<file path="config.mk">
export PLATFORM = sky130hd
export DESIGN_NAME = change_notify
export DESIGN_NICKNAME = d
export VERILOG_FILES = /design/src/rtl/change_notify_pkg.sv /design/src/rtl/change_notify_fifo.sv /design/src/rtl/change_notify.sv
export SDC_FILE = /design/constraint.sdc
export NUM_CORES = 1
export LEC_CHECK = 0
export ABC_AREA = 1
export BUFFER_PORTS_ARGS = -buffer_cell sky130_fd_sc_hd__clkbuf_2
export CORE_MARGIN = 2
export CORE_UTILIZATION = 55
export DETAILED_ROUTE_END_ITERATION = 16
export PLACE_DENSITY = 0.71
export SKIP_CTS_REPAIR_TIMING = 1
export SLEW_MARGIN = 20
export SYNTH_ARGS = -nofsm -noshare
export SYNTH_HDL_FRONTEND = slang
export SYNTH_SLANG_ARGS = --single-unit
</file>
<file path="constraint.sdc">
create_clock -name clk -period 4.6 [get_ports clk]
set_input_delay 0.92 -clock clk [delete_from_list [all_inputs] [get_ports clk]]
set_output_delay 0.92 -clock clk [all_outputs]
set_load 0.005 [all_outputs]
</file>
<file path="src/rtl/change_notify_pkg.sv">
// change_notify_pkg: shared constants and types for the change_notify block.
// Latency: n/a (types and constants only).
// Backpressure: n/a.
// Contents: DEPTH_DEF (default queue depth), TS_WID (timestamp width),
//           arm_state_t (arming FSM state encoding).
package change_notify_pkg;

  localparam int DEPTH_DEF = 4;
  localparam int TS_WID    = 16;

  typedef enum logic {
    UNPRIMED = 1'b0,
    ARMED    = 1'b1
  } arm_state_t;

endpackage

</file>
<file path="src/rtl/change_notify_fifo.sv">
// change_notify_fifo: circular queue of change records, with an overwrite-newest port.
// Latency: a push in cycle N is visible at rdat/count in cycle N+1.
// Backpressure: push is dropped when full unless a pop happens in the same cycle.
// Ports: clk, rst (async, active-high), push/pop/ovw (overwrite newest entry),
//        wdat, rdat (head entry), full, empty, count.
module change_notify_fifo
  import change_notify_pkg::*;
#(
  parameter int DW    = 32,
  parameter int DEPTH = DEPTH_DEF,
  localparam int AW   = $clog2(DEPTH),
  localparam int CW   = AW + 1
) (
  input  logic          clk,
  input  logic          rst,
  input  logic          push,
  input  logic          pop,
  input  logic          ovw,
  input  logic [DW-1:0] wdat,
  output logic [DW-1:0] rdat,
  output logic          full,
  output logic          empty,
  output logic [CW-1:0] count
);

  logic [DW-1:0] mem_q [DEPTH];
  logic [DW-1:0] mem_d [DEPTH];
  logic [AW-1:0] wr_ptr_q, wr_ptr_d;
  logic [AW-1:0] rd_ptr_q, rd_ptr_d;
  logic [AW-1:0] last_ptr;
  logic [CW-1:0] cnt_q, cnt_d;
  logic          do_push, do_pop;

  assign full     = (cnt_q == CW'(DEPTH));
  assign empty    = (cnt_q == '0);
  assign count    = cnt_q;
  assign rdat     = mem_q[rd_ptr_q];
  // Slot most recently written; pointers wrap naturally since DEPTH is a power of 2.
  assign last_ptr = wr_ptr_q - 1'b1;

  always_comb begin
    mem_d    = mem_q;
    wr_ptr_d = wr_ptr_q;
    rd_ptr_d = rd_ptr_q;
    cnt_d    = cnt_q;
    do_pop   = pop && !empty;
    // A pop frees the head slot this cycle, so a full queue can still accept a push.
    do_push  = push && (!full || do_pop);

    if (do_push) begin
      mem_d[wr_ptr_q] = wdat;
      wr_ptr_d        = wr_ptr_q + 1'b1;
    end else if (ovw && !empty) begin
      mem_d[last_ptr] = wdat;
    end

    if (do_pop) begin
      rd_ptr_d = rd_ptr_q + 1'b1;
    end

    case ({do_push, do_pop})
      2'b10:   cnt_d = cnt_q + 1'b1;
      2'b01:   cnt_d = cnt_q - 1'b1;
      default: cnt_d = cnt_q;
    endcase
  end

  // Storage carries no reset: entries are only observed while count says they are valid.
  always_ff @(posedge clk) begin
    mem_q <= mem_d;
  end

  always_ff @(posedge clk or posedge rst) begin
    if (rst) begin
      wr_ptr_q <= '0;
      rd_ptr_q <= '0;
      cnt_q    <= '0;
    end else begin
      wr_ptr_q <= wr_ptr_d;
      rd_ptr_q <= rd_ptr_d;
      cnt_q    <= cnt_d;
    end
  end

endmodule

</file>
<file path="src/rtl/change_notify.sv">
// change_notify: reports changes of a sampled value through a small queue; oldest change first.
// Latency: a change sampled in cycle N is presented at o_dat/o_valid in cycle N+1 (empty queue).
// Backpressure: o_ready low holds the head; on a full queue the newest entry is overwritten and ovf sets.
// Ports: clk, rst (async, active-high), ce, i (sampled value), o_valid/o_ready/o_dat (change
//        stream), clr_ovf/ovf (sticky overflow). Optional CHANGE_NOTIFY_TSTAMP_EN adds o_ts,
//        the free-running cycle counter value captured with each entry.
module change_notify
  import change_notify_pkg::*;
#(
  parameter int WID   = 32,
  parameter int DEPTH = DEPTH_DEF,
  localparam int CW   = $clog2(DEPTH) + 1
) (
  input  logic              clk,
  input  logic              rst,
  input  logic              ce,
  input  logic [WID-1:0]    i,
  output logic              o_valid,
  input  logic              o_ready,
  output logic [WID-1:0]    o_dat,
  input  logic              clr_ovf,
`ifdef CHANGE_NOTIFY_TSTAMP_EN
  output logic [TS_WID-1:0] o_ts,
`endif
  output logic              ovf
);

`ifdef CHANGE_NOTIFY_TSTAMP_EN
  localparam int EW = WID + TS_WID;
`else
  localparam int EW = WID;
`endif

  arm_state_t     state_q, state_d;
  logic [WID-1:0] hold_q, hold_d;
  logic           ovf_q, ovf_d;
  logic           evt;
  logic           fifo_push, fifo_pop, fifo_ovw;
  logic           fifo_full, fifo_empty;
  logic [CW-1:0]  fifo_cnt;
  logic [EW-1:0]  fifo_wdat, fifo_rdat;

`ifdef CHANGE_NOTIFY_TSTAMP_EN
  logic [TS_WID-1:0] ts_cnt_q, ts_cnt_d;

  assign ts_cnt_d  = ts_cnt_q + 1'b1;
  assign fifo_wdat = {ts_cnt_q, i};
  assign o_dat     = fifo_rdat[WID-1:0];
  assign o_ts      = fifo_rdat[EW-1:WID];

  always_ff @(posedge clk or posedge rst) begin
    if (rst) ts_cnt_q <= '0;
    else     ts_cnt_q <= ts_cnt_d;
  end
`else
  assign fifo_wdat = i;
  assign o_dat     = fifo_rdat;
`endif

  assign o_valid = (fifo_cnt != '0);
  assign ovf     = ovf_q;

  // Arming FSM: the first enabled sample only primes the hold register.
  always_comb begin
    state_d = state_q;
    hold_d  = hold_q;
    evt     = 1'b0;
    case (state_q)
      UNPRIMED: begin
        if (ce) begin
          hold_d  = i;
          state_d = ARMED;
        end
      end
      ARMED: begin
        if (ce && (i != hold_q)) begin
          evt    = 1'b1;
          hold_d = i;
        end
      end
      default: state_d = UNPRIMED;
    endcase
  end

  // A simultaneous pop makes room, so only an event on a full queue without a pop coalesces.
  always_comb begin
    fifo_pop  = o_ready && !fifo_empty;
    fifo_push = evt && (!fifo_full || fifo_pop);
    fifo_ovw  = evt && fifo_full && !fifo_pop;
    ovf_d     = ovf_q;
    if (clr_ovf)  ovf_d = 1'b0;
    if (fifo_ovw) ovf_d = 1'b1;
  end

  always_ff @(posedge clk or posedge rst) begin
    if (rst) begin
      state_q <= UNPRIMED;
      hold_q  <= '0;
      ovf_q   <= 1'b0;
    end else begin
      state_q <= state_d;
      hold_q  <= hold_d;
      ovf_q   <= ovf_d;
    end
  end

  change_notify_fifo #(
    .DW    (EW),
    .DEPTH (DEPTH)
  ) u_fifo (
    .clk   (clk),
    .rst   (rst),
    .push  (fifo_push),
    .pop   (fifo_pop),
    .ovw   (fifo_ovw),
    .wdat  (fifo_wdat),
    .rdat  (fifo_rdat),
    .full  (fifo_full),
    .empty (fifo_empty),
    .count (fifo_cnt)
  );

endmodule

</file>
* Yosys cells after proc, flatten, opt, wreduce, memory -nomap -nowiden *
Cells that the tools add are included.

cells by class
  $add $sub $neg = 5
  reduce and logical (&&, ||, !) cells = 21
  order comparisons = 5
  equal/unequal tests = 6
  bitwise logic cells = 4
  muxes and demuxes = 21

operators with widths
  cell                                                         number
  bitwise mux 128 bit                                          2
  two-way mux 128 bit                                          2
  two-way mux 32 bit                                           6
  demux 32 bit (select 2 bit)                                  2
  binary-select mux 32 bit (select 2 bit)                      1
  one-hot mux 32 bit (2 select lines)                          1
  inequality test 32 bit                                       1
  logical AND 1 bit                                            10
  greater-or-equal comparator 3 bit (second input constant)    3
  NOT 2 -> 3 bit                                               3
  less-than comparator 3 x 1 -> 1 bit (second input constant)  2
  two-way mux 1 bit                                            6
  one-hot mux 3 bit (2 select lines)                           1
  nonzero test 2 bit                                           3
  adder 2 x 1 -> 2 bit (second input constant)                 2
  adder 3 x 1 -> 3 bit (second input constant)                 1
  equality test 3 bit (second input constant)                  1
  logical NOT 1 bit                                            3
  logical NOT 3 bit                                            1
  nonzero test 3 bit                                           1
  subtractor 3 x 1 -> 3 bit (second input constant)            1
  equality test 2 x 1 -> 1 bit (second input constant)         1
  equality test 2 bit (second input constant)                  1
  logical OR 1 bit                                             2
  other kinds (5)                                              5

word-level totals
  flip-flop bits (word level) = 169
  input port bits = 37

* Longest topological paths before layout *
  word-level depth = 9
  gate-level depth with buffers = 18
  mapped depth without buffers = 15

* Cells and area by module *
Synthesis repeated with hierarchy kept, for this count alone.

second synthesis, totals
  cell total of the unflattened synthesis = 814
  area total of the unflattened synthesis = 8109.0 um^2

by module, submodules not included
  module              cells an instance  instances  area an instance (um^2)  sequential area each (um^2)
  change_notify_fifo  554                1          6062.1                   4018.9
  change_notify       260                1          2047.0                   850.8

* Worst setup path after synthesis *
OpenSTA, ideal clock, no wires.

  path kind = input -> register
  start point = in i[0]
  end point = reg u_fifo.mem_q[32] (netlist bit) (enable)
  path slack = -0.094 ns
  required time = 4.134 ns
  cell stages on the path = 13
  buffers on the path = 3
  arrival = 4.229 ns
  cell sequence = buf_2 > inv_2 > nand2_1 > nand2_1 > nand2_1 > nor2_1 > nand2_1 > nor2_1 > nand2_2 > nand3_4 > buf_8 > buf_2 > o21ai_0

on the way
  longest elaborated chain between the ends = 8
  elaborated cells on any way between the ends = 10
  classes of those cells = eq/ne (1); mux (2); reduce/logical (7)

RTL lines
  what                            line                      text
  start: declaration              change_notify.sv:17       input logic [WID-1:0] i,
  inequality test 32 bit *        change_notify.sv:76       if (ce && (i != hold_q)) begin
  logical AND 1 bit *             change_notify.sv:76
  two-way mux 1 bit *             change_notify.sv:76
  two-way mux 1 bit *             change_notify.sv:68       case (state_q)
  logical AND 1 bit (2 in a row)  change_notify.sv:89       fifo_ovw = evt && fifo_full && !fifo_pop;
  logical AND 1 bit               change_notify_fifo.sv:53  end else if (ovw && !empty) begin
  nonzero test 2 bit (no line) *  --
  end signal: assignment          change_notify_fifo.sv:70  mem_q <= mem_d;
  end: declaration                change_notify_fifo.sv:26  logic [DW-1:0] mem_q [DEPTH];

Mark *: on every way between the ends. The rest lies on a longest branch, timed or not.
A chain may end at the register's enable or synchronous reset.

* Worst setup path in the final report *
  start point = reg u_fifo.rd_ptr_q[0]
  end point = out o_dat[21]

on the way
  longest elaborated chain between the ends = 4

RTL lines
  what                                                   line                      text
  start: declaration                                     change_notify_fifo.sv:29  logic [AW-1:0] rd_ptr_q, rd_ptr_d;
  start signal: assignment                               change_notify_fifo.sv:80  rd_ptr_q <= rd_ptr_d;
  NOT 2 -> 3 bit (implied by the code)                   change_notify_fifo.sv:37  assign rdat = mem_q[rd_ptr_q];
  binary-select mux 32 bit (select 2 bit)                change_notify_fifo.sv:37
  two-way mux 32 bit (implied by the code) (2 in a row)  change_notify_fifo.sv:37
  end: declaration                                       change_notify.sv:20       output logic [WID-1:0] o_dat,

Every way passes these cells. The select of a mux whose other input is x is not followed.

==> impl_metrics.ini <==
[global_routing]
overflow = 0
grt_pass1_wl_um = 35100
grt_use_total_pct = 26.0
grt_max_degree = 138
antenna_found_initial = 0
grt_pass1_vias = 6491

[routing]
drt_iter0_drc = 980
wl_per_cell_um = 17.6
viasPerCell = 5.67
first_pass_iters = 5
num_vias = 7126
antenna_left = 0
drc = 0
wirelength_um = 22100

[synthesis]
synth_area_sq_um = 8890
syn_inst = 1024
ys_seq_area_share_pct = 54.8
synth_top_cell_area_share_pct = 43.2
yosys-top-cells-area = edfxtp_1 43%, dfrtp_1 12%, nand2_1 10%
synth_cell_types = 29
ys_seq_elements = 169
avgSynthCellArea_sq_um = 8.69
ys_warn_count = 0
synth_nets = 1069
yosys.area.top_type = edfxtp_1

[clocking]
numCtsBuffers = 17
clock_latency_ns = 0.43
htreeDepth = 4
cts_root_buf = clkbuf_16
cts_tree = yes
cts.clk_slew.worst_paths_ns = 0.06
cts_sinks = 169
clockBufferDepth = 2

[worst_hold_path]
hold_path_class = flop to flop

[power]
powerDensity_nw_per_um2 = 617
leakage_nw = 3.89
irDropWorstVdd_mv = 0.462

[timing]
post-route-min-period_ns = 3.35
period_share_pct = 72.8
fin_tns_setup_ns = 0
final_max_slew_viol_count = 0
max_freq_mhz = 299
skew_ns = 0.0109
finalSetupViolations = 0
relSlewSlack_pct = 30.9
hold_violations = 0
rsz0062_at_grt = no
fin_ws_ns = 1.25
tightest_slew_ns = 1.03

[critical_path]
cp_top_family = buffers and inverters
cp.arrival_ns = 2.43
crit_type = flop to output port
cp_max_fo = 42
max_stage_delay_ns = 0.57
cp_slowest_cell = clkinv_1
worstPathRequired_ns = 3.68
cp_cell_sequence = clkinv_1 > buf_4 > o21ai_0 > o22ai_1 > clkbuf_2
crit_buf_inv = 3
cp-end-kind = output port
startpoint_type = flop

[flow_run]
cap_violations = 0

[floorplanning]
fp.dieW_um = 131
rows = 46
io_pins = 71
die_h_um = 131
fp.coreArea_sq_um = 15800
initial_core_util_pct = 56.2
die-area_sq_um = 17200

[final_layout]
drive_gt1_share_pct = 12.9
final_util_pct = 61.9
num_antenna_cells = 0
area_growth_pct = 10.2
fillers = 1351
nNetsFinal = 1072
seq_area_sq_um = 4870
multi_input_area_sq_um = 3330

[status]
status = finished clean

[placement]
place.gp.congestion = 0.747
place_ws_ns = 0.967
port_buffers = 70
place_hpwl_um = 12800
## cells in the final DEF, fill, tap and decap left out, types with 3 or more instances in the layout
cell type and instances:
nand2_1 243, o21ai_0 128, edfxtp_1 128, nor2_1 108
nand3_1 97, clkbuf_2 70, inv_1 48, dfrtp_1 40
o21ai_1 36, o22ai_1 32, xnor2_1 27, clkbuf_16 17
buf_4 16, inv_2 6, clkbuf_1 5, xor2_1 4
ha_2 4, bufinv_16 4, ha_1 3, clkinv_2 3
## cell type report
type	count	share of cell area, %
inverter	56	2.15
sequential	169	49.7
clock buffer	24	4.81
timing repair buffer	88	5.12
tap	216	2.76
multi-input combinational	695	34.0
clock inverter	8	1.47
## registers in the layout, indices dropped and copies added, names as in the netlist
signal	cells
u_fifo.wr_ptr_q	2
hold_q	32
ovf	1
state_q	1
u_fifo.rd_ptr_q	2
u_fifo.mem_q	128
u_fifo.count	3
## metrics by stage
step | hold slack, ns | power (W) | std cells | area (sq um)
2_1_floorplan | 0.468 | 0.00373 | 1024 | 8890
4_1_cts | 0.502 | 0.00604 | 1256 | 9790
3_5_place_dp | 0.486 | 0.00455 | 1224 | 9180
6_report | 0.499 | 0.00604 | 1256 | 9800
5_1_grt | 0.525 | 0.00639 | 1256 | 9800
3_3_place_gp | 0.482 | 0.00450 | 1224 | 9180
## Yosys cell counts
cell	n
buf_4	4
o21ai_2	1
clkbuf_1	43
edfxtp_1	128
nand3_4	1
xnor2_1	27
buf_6	5
buf_1	3
o22ai_1	32
buf_2	45
nand3b_1	1
xor2_1	4
a21oi_1	2
buf_12	1
nand2_2	2
nor2_1	109
nand4_1	1
o21ai_0	130
o21ai_1	37
buf_8	1
ha_1	7
nand3_1	97
clkinv_1	1
inv_2	6
nand2_1	243
clkbuf_2	2
dfrtp_1	41
inv_1	49
fa_1	1
## routing by layer
metal	vias up	GRT usage (%)	wire length, um
met3	34	3.90	1720
met5	-	0	0
met1	3387	38.7	9990
li1	3406	-	-
met2	299	39.2	10000
met4	0	8.70	359
## report_power, final
group	internal (W)	leakage (nW)	total (W)	switching, W
sequential	0.00210	1.72	0.00223	0.000128
clock	0.000937	0.302	0.00151	0.000570
combinational	0.000718	1.86	0.00231	0.00159
## final timing paths
check                                     endpoint                from  cells past startpoint  slack (ns)
worst min-delay path                    hold_q[29]          hold_q[29]                      2        0.50
worst max register to register    u_fifo.mem_q[52]           hold_q[3]                     11        1.91
worst max-delay path                     o_dat[21]  u_fifo.rd_ptr_q[0]                      5        1.25
max in group asynchronous       u_fifo.rd_ptr_q[0]                 rst                      3        3.62
worst min register to register          hold_q[29]          hold_q[29]                      2        0.50
min in group asynchronous                hold_q[9]                 rst                      3        0.58
## tightest hold or removal path, stage by stage, from the launching register on
cell and delay (ns):
dfrtp_1 0.36, nand2_1 0.06, nand2_1 0.05
## cell families (layout without fill, tap and decap cells)
logic type	count (synthesis)	in the layout	synth area share, %
XOR/XNOR	31	31	3.05
adder cells (fa/ha/maj)	8	8	1.21
flip-flops	169	169	54.8
AO/OA/AOI/OAI	202	202	11.9
buffers and inverters	160	176	8.31
AND/OR/NAND/NOR	454	454	20.8
Note: power is estimated with default switching activity, not from simulation.
